**src/rtl/mesm6_ifetch.sv**
```systemverilog
// Instruction fetch cache for the mesm6 core: small fully-associative line store,
// half-word opcode select, demand fetch plus optional next-word prefetch, snoop/flush invalidation.
module mesm6_ifetch #(
  parameter int LINES    = 4,
  parameter int ADDR_W   = 15,
  parameter int WORD_W   = 48,
  parameter int PREFETCH = 1
) (
  input  logic                  clk,
  input  logic                  reset_n,
  input  logic [ADDR_W:0]       pc,
  input  logic                  op_req,
  output logic                  op_valid,
  output logic [WORD_W/2-1:0]   opcode,
  input  logic                  flush,
  input  logic                  snoop_we,
  input  logic [ADDR_W-1:0]     snoop_addr,
  output logic                  ibus_fetch,
  output logic [ADDR_W-1:0]     ibus_addr,
  input  logic [WORD_W-1:0]     ibus_input,
  input  logic                  ibus_done,
  output logic [15:0]           miss_count
);

  localparam int IDX_W  = (LINES > 1) ? $clog2(LINES) : 1;
  localparam int HALF_W = WORD_W / 2;

  typedef enum logic [1:0] {
    S_IDLE   = 2'd0,
    S_DEMAND = 2'd1,
    S_PREF   = 2'd2
  } state_t;

  state_t              state_q;
  logic                fetch_q;
  logic                taint_q;
  logic [ADDR_W-1:0]   addr_q;
  logic [IDX_W-1:0]    rr_q;
  logic [15:0]         miss_q;
  logic [15:0]         miss_d;
  logic [LINES-1:0]    valid_q;
  logic [LINES-1:0]    valid_d;
  logic [ADDR_W-1:0]   tag_q  [LINES];
  logic [WORD_W-1:0]   data_q [LINES];

  logic [ADDR_W-1:0]   pc_word;
  logic [ADDR_W-1:0]   next_word;
  logic [LINES-1:0]    hit_vec;
  logic [LINES-1:0]    next_vec;
  logic [LINES-1:0]    snoop_vec;
  logic [WORD_W-1:0]   hit_data;
  logic [IDX_W-1:0]    victim;
  logic                hit;
  logic                next_hit;
  logic                snoop_fetch;
  logic                fill;
  logic                demand_miss;

  assign pc_word   = pc[ADDR_W:1];
  assign next_word = pc_word + ADDR_W'(1);

  // Tag match against current pc, the following word, and the snoop address.
  always_comb begin
    hit_data = '0;
    for (int i = 0; i < LINES; i++) begin
      hit_vec[i]   = valid_q[i] && (tag_q[i] == pc_word);
      next_vec[i]  = valid_q[i] && (tag_q[i] == next_word);
      snoop_vec[i] = snoop_we && valid_q[i] && (tag_q[i] == snoop_addr);
      hit_data     = hit_data | ({WORD_W{hit_vec[i]}} & data_q[i]);
    end
  end

  assign hit      = |hit_vec;
  assign next_hit = |next_vec;

  assign op_valid = reset_n & op_req & hit & ~flush;
  assign opcode   = !op_valid ? '0
                  : (pc[0] ? hit_data[HALF_W-1:0] : hit_data[WORD_W-1:HALF_W]);

  // Scanning downward leaves the lowest invalid index; round-robin only when all are valid.
  always_comb begin
    victim = rr_q;
    for (int i = LINES - 1; i >= 0; i--) begin
      victim = valid_q[i] ? victim : IDX_W'(i);
    end
  end

  // A word in flight is dropped if anything invalidated its address meanwhile or on this edge.
  assign snoop_fetch = snoop_we && (snoop_addr == addr_q);
  assign fill        = (state_q != S_IDLE) && ibus_done && !taint_q && !flush && !snoop_fetch;
  assign demand_miss = (state_q == S_IDLE) && op_req && !hit && !flush;
  assign miss_d      = (demand_miss && (miss_q != 16'hFFFF)) ? (miss_q + 16'd1) : miss_q;

  // Valid-bit next state: fill sets the victim, snoop clears matches, flush clears all.
  always_comb begin
    for (int i = 0; i < LINES; i++) begin
      valid_d[i] = !flush &&
                   ((fill && (victim == IDX_W'(i))) || (valid_q[i] && !snoop_vec[i]));
    end
  end

  // Line payload storage; validity is tracked separately so no reset is needed here.
  always_ff @(posedge clk) begin
    if (fill) begin
      tag_q[victim]  <= addr_q;
      data_q[victim] <= ibus_input;
    end
  end

  // Fetch controller, miss counter and replacement pointer.
  always_ff @(posedge clk) begin
    if (!reset_n) begin
      state_q <= S_IDLE;
      fetch_q <= 1'b0;
      taint_q <= 1'b0;
      addr_q  <= '0;
      rr_q    <= '0;
      miss_q  <= 16'd0;
      valid_q <= '0;
    end else begin
      valid_q <= valid_d;
      miss_q  <= miss_d;
      case (state_q)
        S_IDLE: begin
          if (demand_miss) begin
            state_q <= S_DEMAND;
            fetch_q <= 1'b1;
            taint_q <= 1'b0;
            addr_q  <= pc_word;
          end else if ((PREFETCH != 0) && op_req && hit && !next_hit && !flush) begin
            state_q <= S_PREF;
            fetch_q <= 1'b1;
            taint_q <= 1'b0;
            addr_q  <= next_word;
          end
        end
        S_DEMAND, S_PREF: begin
          if (ibus_done) begin
            state_q <= S_IDLE;
            fetch_q <= 1'b0;
            taint_q <= 1'b0;
            if (fill) rr_q <= rr_q + IDX_W'(1);
          end else if (flush || snoop_fetch) begin
            taint_q <= 1'b1;
          end
        end
        default: begin
          state_q <= S_IDLE;
          fetch_q <= 1'b0;
          taint_q <= 1'b0;
        end
      endcase
    end
  end

  assign ibus_fetch = fetch_q;
  assign ibus_addr  = addr_q;
  assign miss_count = miss_q;

endmodule

```
**config.mk**
```make
export PLATFORM = sky130hd
export DESIGN_NAME = mesm6_ifetch
export DESIGN_NICKNAME = d
export VERILOG_FILES = /design/src/rtl/mesm6_ifetch.sv
export SDC_FILE = /design/constraint.sdc
export NUM_CORES = 1
export LEC_CHECK = 0
export CORE_ASPECT_RATIO = 1.75
export CORE_MARGIN = 4
export CORE_UTILIZATION = 62
export DETAILED_ROUTE_END_ITERATION = 16
export HOLD_SLACK_MARGIN = 0.12
export PLACE_DENSITY = 0.95
export SLEW_MARGIN = 10
export SYNTH_ARGS = -nofsm -noshare
export SYNTH_HDL_FRONTEND = slang
export SYNTH_SLANG_ARGS = --single-unit
```
**constraint.sdc**
```tcl
create_clock -name clk -period 10.35 [get_ports clk]
set_input_delay 2.07 -clock clk [delete_from_list [all_inputs] [get_ports clk]]
set_output_delay 2.07 -clock clk [all_outputs]
set_load 0.02 [all_outputs]
```
; Word level (Yosys, flattened, before mapping)
; Memories as Yosys holds them, arrays and structs flattened.
; Index checks and enable logic that the tools add are counted.
[op_classes]
n_eq_ne = 22
reduce_logical = 65
mux = 23
multipliers = 0
n_addsub = 3
n_shift = 0
div_mod_pow = 0
order_cmp = 0
bitwise = 11
[ops]
columns = op, n
row1 = 15-bit equality test, 13
row2 = 48-bit AND, 4
row3 = 48-bit bitwise OR, 3
row4 = 24-bit two-way mux, 2
row5 = 1-bit logical AND, 40
row6 = 15-bit two-way mux, 2
row7 = 16-bit by 1-bit adder with 16-bit output (second input constant), 1
row8 = 16-bit != test (second input constant), 1
row9 = 15-bit by 1-bit adder with 15-bit output (second input constant), 1
row10 = 2-bit two-way mux, 7
row11 = 1-bit logical NOT, 9
row12 = 1-bit two-way mux, 9
row13 = 4-bit OR reduction, 2
row14 = 2-bit equality test (second input constant), 3
row15 = 2-bit AND reduction, 3
row16 = 1-bit logical OR, 5
row17 = 2-bit by 1-bit equality test with 1-bit output (second input constant), 2
row18 = 2-bit logical NOT, 2
row19 = 1-bit one-hot mux with 2 select lines, 2
row20 = 2-bit one-hot mux with 2 select lines, 1
row21 = 2-bit nonzero test, 2
row22 = 1-bit AND, 3
row23 = 3-bit by 2-bit != test with 1-bit output (second input constant), 1
row24 = 3-bit != test (second input constant), 1
row25 = 5 further kinds, 5
[word_totals]
elab_cells = 133
n_memories = 2
mem_bits_rw = 252
reg_bits = 41
out_inout_bits = 57
latch_bits = 0
mem_bits_ro = 0
[mem_list]
columns = memory, words, width, rd, rd_clocked_by_memory_dff, write_ports, line_no
row1 = data_q, 4, 48, 4, 0, 1, 44  ; logic [WORD_W-1:0] data_q [LINES];
row2 = tag_q, 4, 15, 4, 0, 1, 43  ; logic [ADDR_W-1:0] tag_q [LINES];

; Longest topological paths before layout
[logic_depth]
depth_word = 10
depth_mapped = 14
mapped_depth_nobuf = 10

; Worst setup path before layout
; OpenSTA, ideal clock, no wires.
[synth_path]
path_type = in2reg
from = input port snoop_addr[1]
to = memory data_q[0][0], enable pin
stages = 8
arrival_time_ns = 6.038
setup_slack_ns = 3.805
path_buffers = 1
required_ns = 9.843
cell_sequence = clkbuf_1 xnor2_1 nand4_1 nor4_1 nor2_1 and3_1 nand2_1 a21oi_1
[synth_via]
elab_chain_len = 6
[synth_lines]
columns = item, line_no
row1 = start: declaration, 17  ; input logic [ADDR_W-1:0] snoop_addr,
row2 = 15-bit equality test, 89  ; assign snoop_fetch = snoop_we && (snoop_addr == addr_q);
row3 = 1-bit logical AND, 89
row4 = 1-bit logical NOT, 90  ; assign fill = (state_q != S_IDLE) && ibus_done && !taint_q && !flush && !snoop_fetch;
row5 = 1-bit logical AND, 90
row6 = 1-bit two-way mux, 104  ; if (fill) begin
row7 = 1-bit two-way mux (not written as such), 106  ; data_q[victim] <= ibus_input;
row8 = end: declaration, 44
; No other way between the ends.

; Final worst setup path
[layout_path]
from = input port pc[4]
to = output port opcode[3]
[layout_via]
elab_chain_len = 8
[layout_lines]
columns = item, line_no
row1 = start: declaration, 11  ; input logic [ADDR_W:0] pc,
row2 = 15-bit equality test, 66  ; hit_vec[i] = valid_q[i] && (tag_q[i] == pc_word);
row3 = 1-bit logical AND, 66
row4 = 48-bit AND, 69  ; hit_data = hit_data | ({WORD_W{hit_vec[i]}} & data_q[i]);
row5 = 48-bit bitwise OR (3 in series), 69
row6 = 24-bit two-way mux, 78  ; : (pc[0] ? hit_data[HALF_W-1:0] : hit_data[WORD_W-1:HALF_W]);
row7 = 24-bit two-way mux *, 77  ; assign opcode = !op_valid ? '0
row8 = end: declaration, 14  ; output logic [WORD_W/2-1:0] opcode,
; Every way passes the cells marked *; elsewhere a longest branch is shown, timed or not.

==> results.md <==
* Synth cell types at 67
* Routability cong. at 1.06
* # setup viols final at 0
* GRT met1 Usage at 0.396
* Max Cap Violations at 0
* Placed cell count at 1511
* Crit path cell chain: clkdlybuf4s50_1 -> xnor2_1 -> nand4_1 -> nor4_2 -> or4_1 -> and2_1 -> nand2_1 -> nor2_1 -> clkdlybuf4s50_1
* Critical path launch point type: input pin
* Initial Util at 0.633
* Layout area overhead at 16.0%
* Total number of vias at 10.6k
* All-Layer GR Usage at 0.365
* Post-synth top area cell: edfxtp_1
* # clock sinks at 293
* VDD IR max at 0.000226 V
* Reg clk slew, reported paths at 70 ps
* Final cell count without fillers at 1556
* Worst hold path class: reg2reg
* Cells after Synth at 1150
* Critical path class: in2out
* Vias in the first global route at 10.9k
* CTS Buf Count at 25
* Slowest stage delay, CP at 960 ps
* Setup TNS at 0 ps
* Final WL at 46300 um
* CTS tree: built
* Largest family of logic cells by synthesized area: compound AO/OA/AOI/OAI gates
* Crit. End Element: output port
* # H-tree levels at 1
* Post-cts gate resize count at 0
* Largest net degree at the start of global routing at 49
* Die Height at 207 um
* GR peak layer: met2
* Yosys Warn Count at 0
* ANT nets after route at 0
* Post-synthesis mux area share at 0.000711
* Synth Area in XOR/XNOR at 0.120
* Top-area cell type share of the netlist area at 0.537
* Number of synthesized flops with an enable pin at 252
* Synthesized area at 14100 um^2
* Port bufs at 141
* Max frequency at 117 MHz
* Root buffer cell: clkbuf_16
* Min Tclk post-route at 8530 ps
* Drt via density at 6.82
* Async set or reset register ratio after synthesis at 0
* 1st-pass router iterations at 7
* Pre-CTS setup slack at 1920 ps
* Initial DRC count at 1251
* Clock latency on the worst-skew pair at 530 ps
* Sequential cell area fraction in the yosys report at 0.596
* Fillcell total at 1371
* Post-CTS Setup Bufs at 0
* CP delay by family, top: simple AND/OR/NAND/NOR gates
* Worst path arrival time at 6460 ps
* Cell mode on critical path: clkdlybuf4s50_1
* PnR worst setup slack at 1820 ps
* Adder-Cell Fraction of Synth Area at 0.00267
* Final worst path period share at 0.824
* Post-layout nets at 1330
* Die extent in x at 122 um
* Final Max Slew Viols at 0
* Complex-gate fraction of the synthesized area at 0.128
* Die area at 25300 um^2
* Mean post-synth cell area at 12.2 um^2
* Row cnt at 72
* Critical Path Fanout Max at 25
* Power density cells at 147 nW/um^2
* #FFs+latches synth at 293
* Core area at 22300 um^2
* Status: complete, no violations
* First-pass GRT wire length at 67700 um
* Wire length per cell at 29.8 um
* Pleak at 4.93 nW
* HPWL Detailed at 30700 um
* Rel. slew slack at 0.221
* Share of layout cells above drive strength 1 at 0.0643
* CP max stage cell: clkdlybuf4s50_1
* Clk_skew at 12.4 ps
* I/O pins at 142
* RSZ-0062 raised after global routing: false
* Synth top area cells: edfxtp_1 (54%), xnor2_1 (10%), dfxtp_1 (5.8%)
* CP bufs+invs at 2
* Longest Clk Path Bufs at 3
* Initial antenna violation count at 1
* CTS Hold Bufs at 0
* Met2 Use GR at 0.647
* Worst path required time at 8280 ps
* # DRC at 0
* GR Util met3 at 0.0458
* Synth Area in Simple Gates at 0.116
* Post-synthesis net count at 1238
* Transition time of the tightest slew-check pin at 1140 ps
* Final hold vios at 0
* Grt ovf at 0
* Main flop type after synthesis: edfxtp_1
## cells in the mapped netlist (4+ instances only)
cell type  count
o21a_1        15
o211ai_1       4
nand4_2        4
and4_1         5
and3_1         4
or4_1          7
nor2b_1        6
xnor2_1      165
buf_2         10
xor2_1        17
edfxtp_1     252
buf_6          8
nand2_1       57
and2_1         5
inv_1         16
nand2b_1       8
or3_1          9
o21ai_0       29
a21oi_1       78
dfxtp_1       41
clkbuf_1      51
a22oi_1       96
a31oi_1        7
nand3_1       13
o21ai_1       16
nor2_1        60
nand4_1       42
nor3_1        31
buf_4         16
nor4_1        16
## metrics by stage
step / hold WS [ps] / power, mW / util / area (um^2)
3_5_place_dp: 506 / 1.51 / 0.699 / 15600
2_1_floorplan: 495 / 1.42 / - / 14100
6_report: 514 / 2.40 / 0.734 / 16300
5_1_grt: 556 / 2.45 / 0.734 / 16300
4_1_cts: 516 / 2.40 / 0.734 / 16300
3_3_place_gp: 479 / 1.50 / 0.699 / 15600
## sequential cells by signal, indices dropped and copies added (netlist names)
signal,cells
state_q,2
ibus_addr,15
data_q,192
rr_q,2
ibus_fetch,1
tag_q,60
miss_count,16
valid_q,4
taint_q,1
## layout make-up
cell class | count | area (um^2) | area share
Multi-Input combinational cell | 753 | 5240 | 0.321
Clock buffer | 30 | 644 | 0.0395
Sequential cell | 293 | 8390 | 0.514
Inverter | 16 | 60.1 | 0.00368
Timing Repair Buffer | 153 | 1500 | 0.0917
Clock inverter | 14 | 129 | 0.00789
Antenna cell | 1 | 2.50 | 0.000153
Tap cell | 296 | 370 | 0.0227
## power breakdown
| part | switching [mW] | total, mW | internal, mW |
|---|---|---|---|
| Clock | 0.417 | 0.913 | 0.496 |
| Sequential | 0.0136 | 1.30 | 1.29 |
| Combinational | 0.108 | 0.184 | 0.0761 |
| Total | 0.539 | 2.40 | 1.86 |
## tightest hold or removal path, stage by stage (launching register included)
cell     delay, ps
dfxtp_1        340
o21ai_0         80
a21oi_1         60
## placed cells by master, fill, tap and decap left out, types with 16 or more instances in the layout
cell type	n
nand2_1	57
nor2_1	58
clkdlybuf4s50_1	140
xor2_1	17
dfxtp_1	41
nor3_1	31
xnor2_1	165
o21ai_0	29
clkbuf_16	25
o21ai_1	16
nand4_1	42
inv_1	16
a21oi_1	77
a22oi_1	96
edfxtp_1	252
## final timing paths
check | startpoint | endpoint | slack [ps] | depth (start not counted)
worst max-delay path | pc[4] | opcode[3] | 1820 | 9
worst min-delay path | miss_count[9]$_SDFFE_PN0P_ | miss_count[9]$_SDFFE_PN0P_ | 510 | 2
worst max register to register | ibus_addr[5]$_SDFFE_PN0P_ | tag_q[3][13]$_DFFE_PP_ | 6570 | 8
worst min register to register | miss_count[9]$_SDFFE_PN0P_ | miss_count[9]$_SDFFE_PN0P_ | 510 | 2
## cell families after synthesis
logic type	Yosys count
DFF	293
and+or+nand+nor	288
AOI/OAI and AO/OA	275
xor gates and xnor gates	186
buffers and inverters	104
adders and majority gates	3
muxes	1
## routing by layer
metal / vias up / wire length [um]
li1: 4496 / -
met1: 5084 / 14000
met2: 804 / 24100
met3: 231 / 3890
met4: 0 / 4290
met5: - / 0
(Power assumes the default switching activity.)
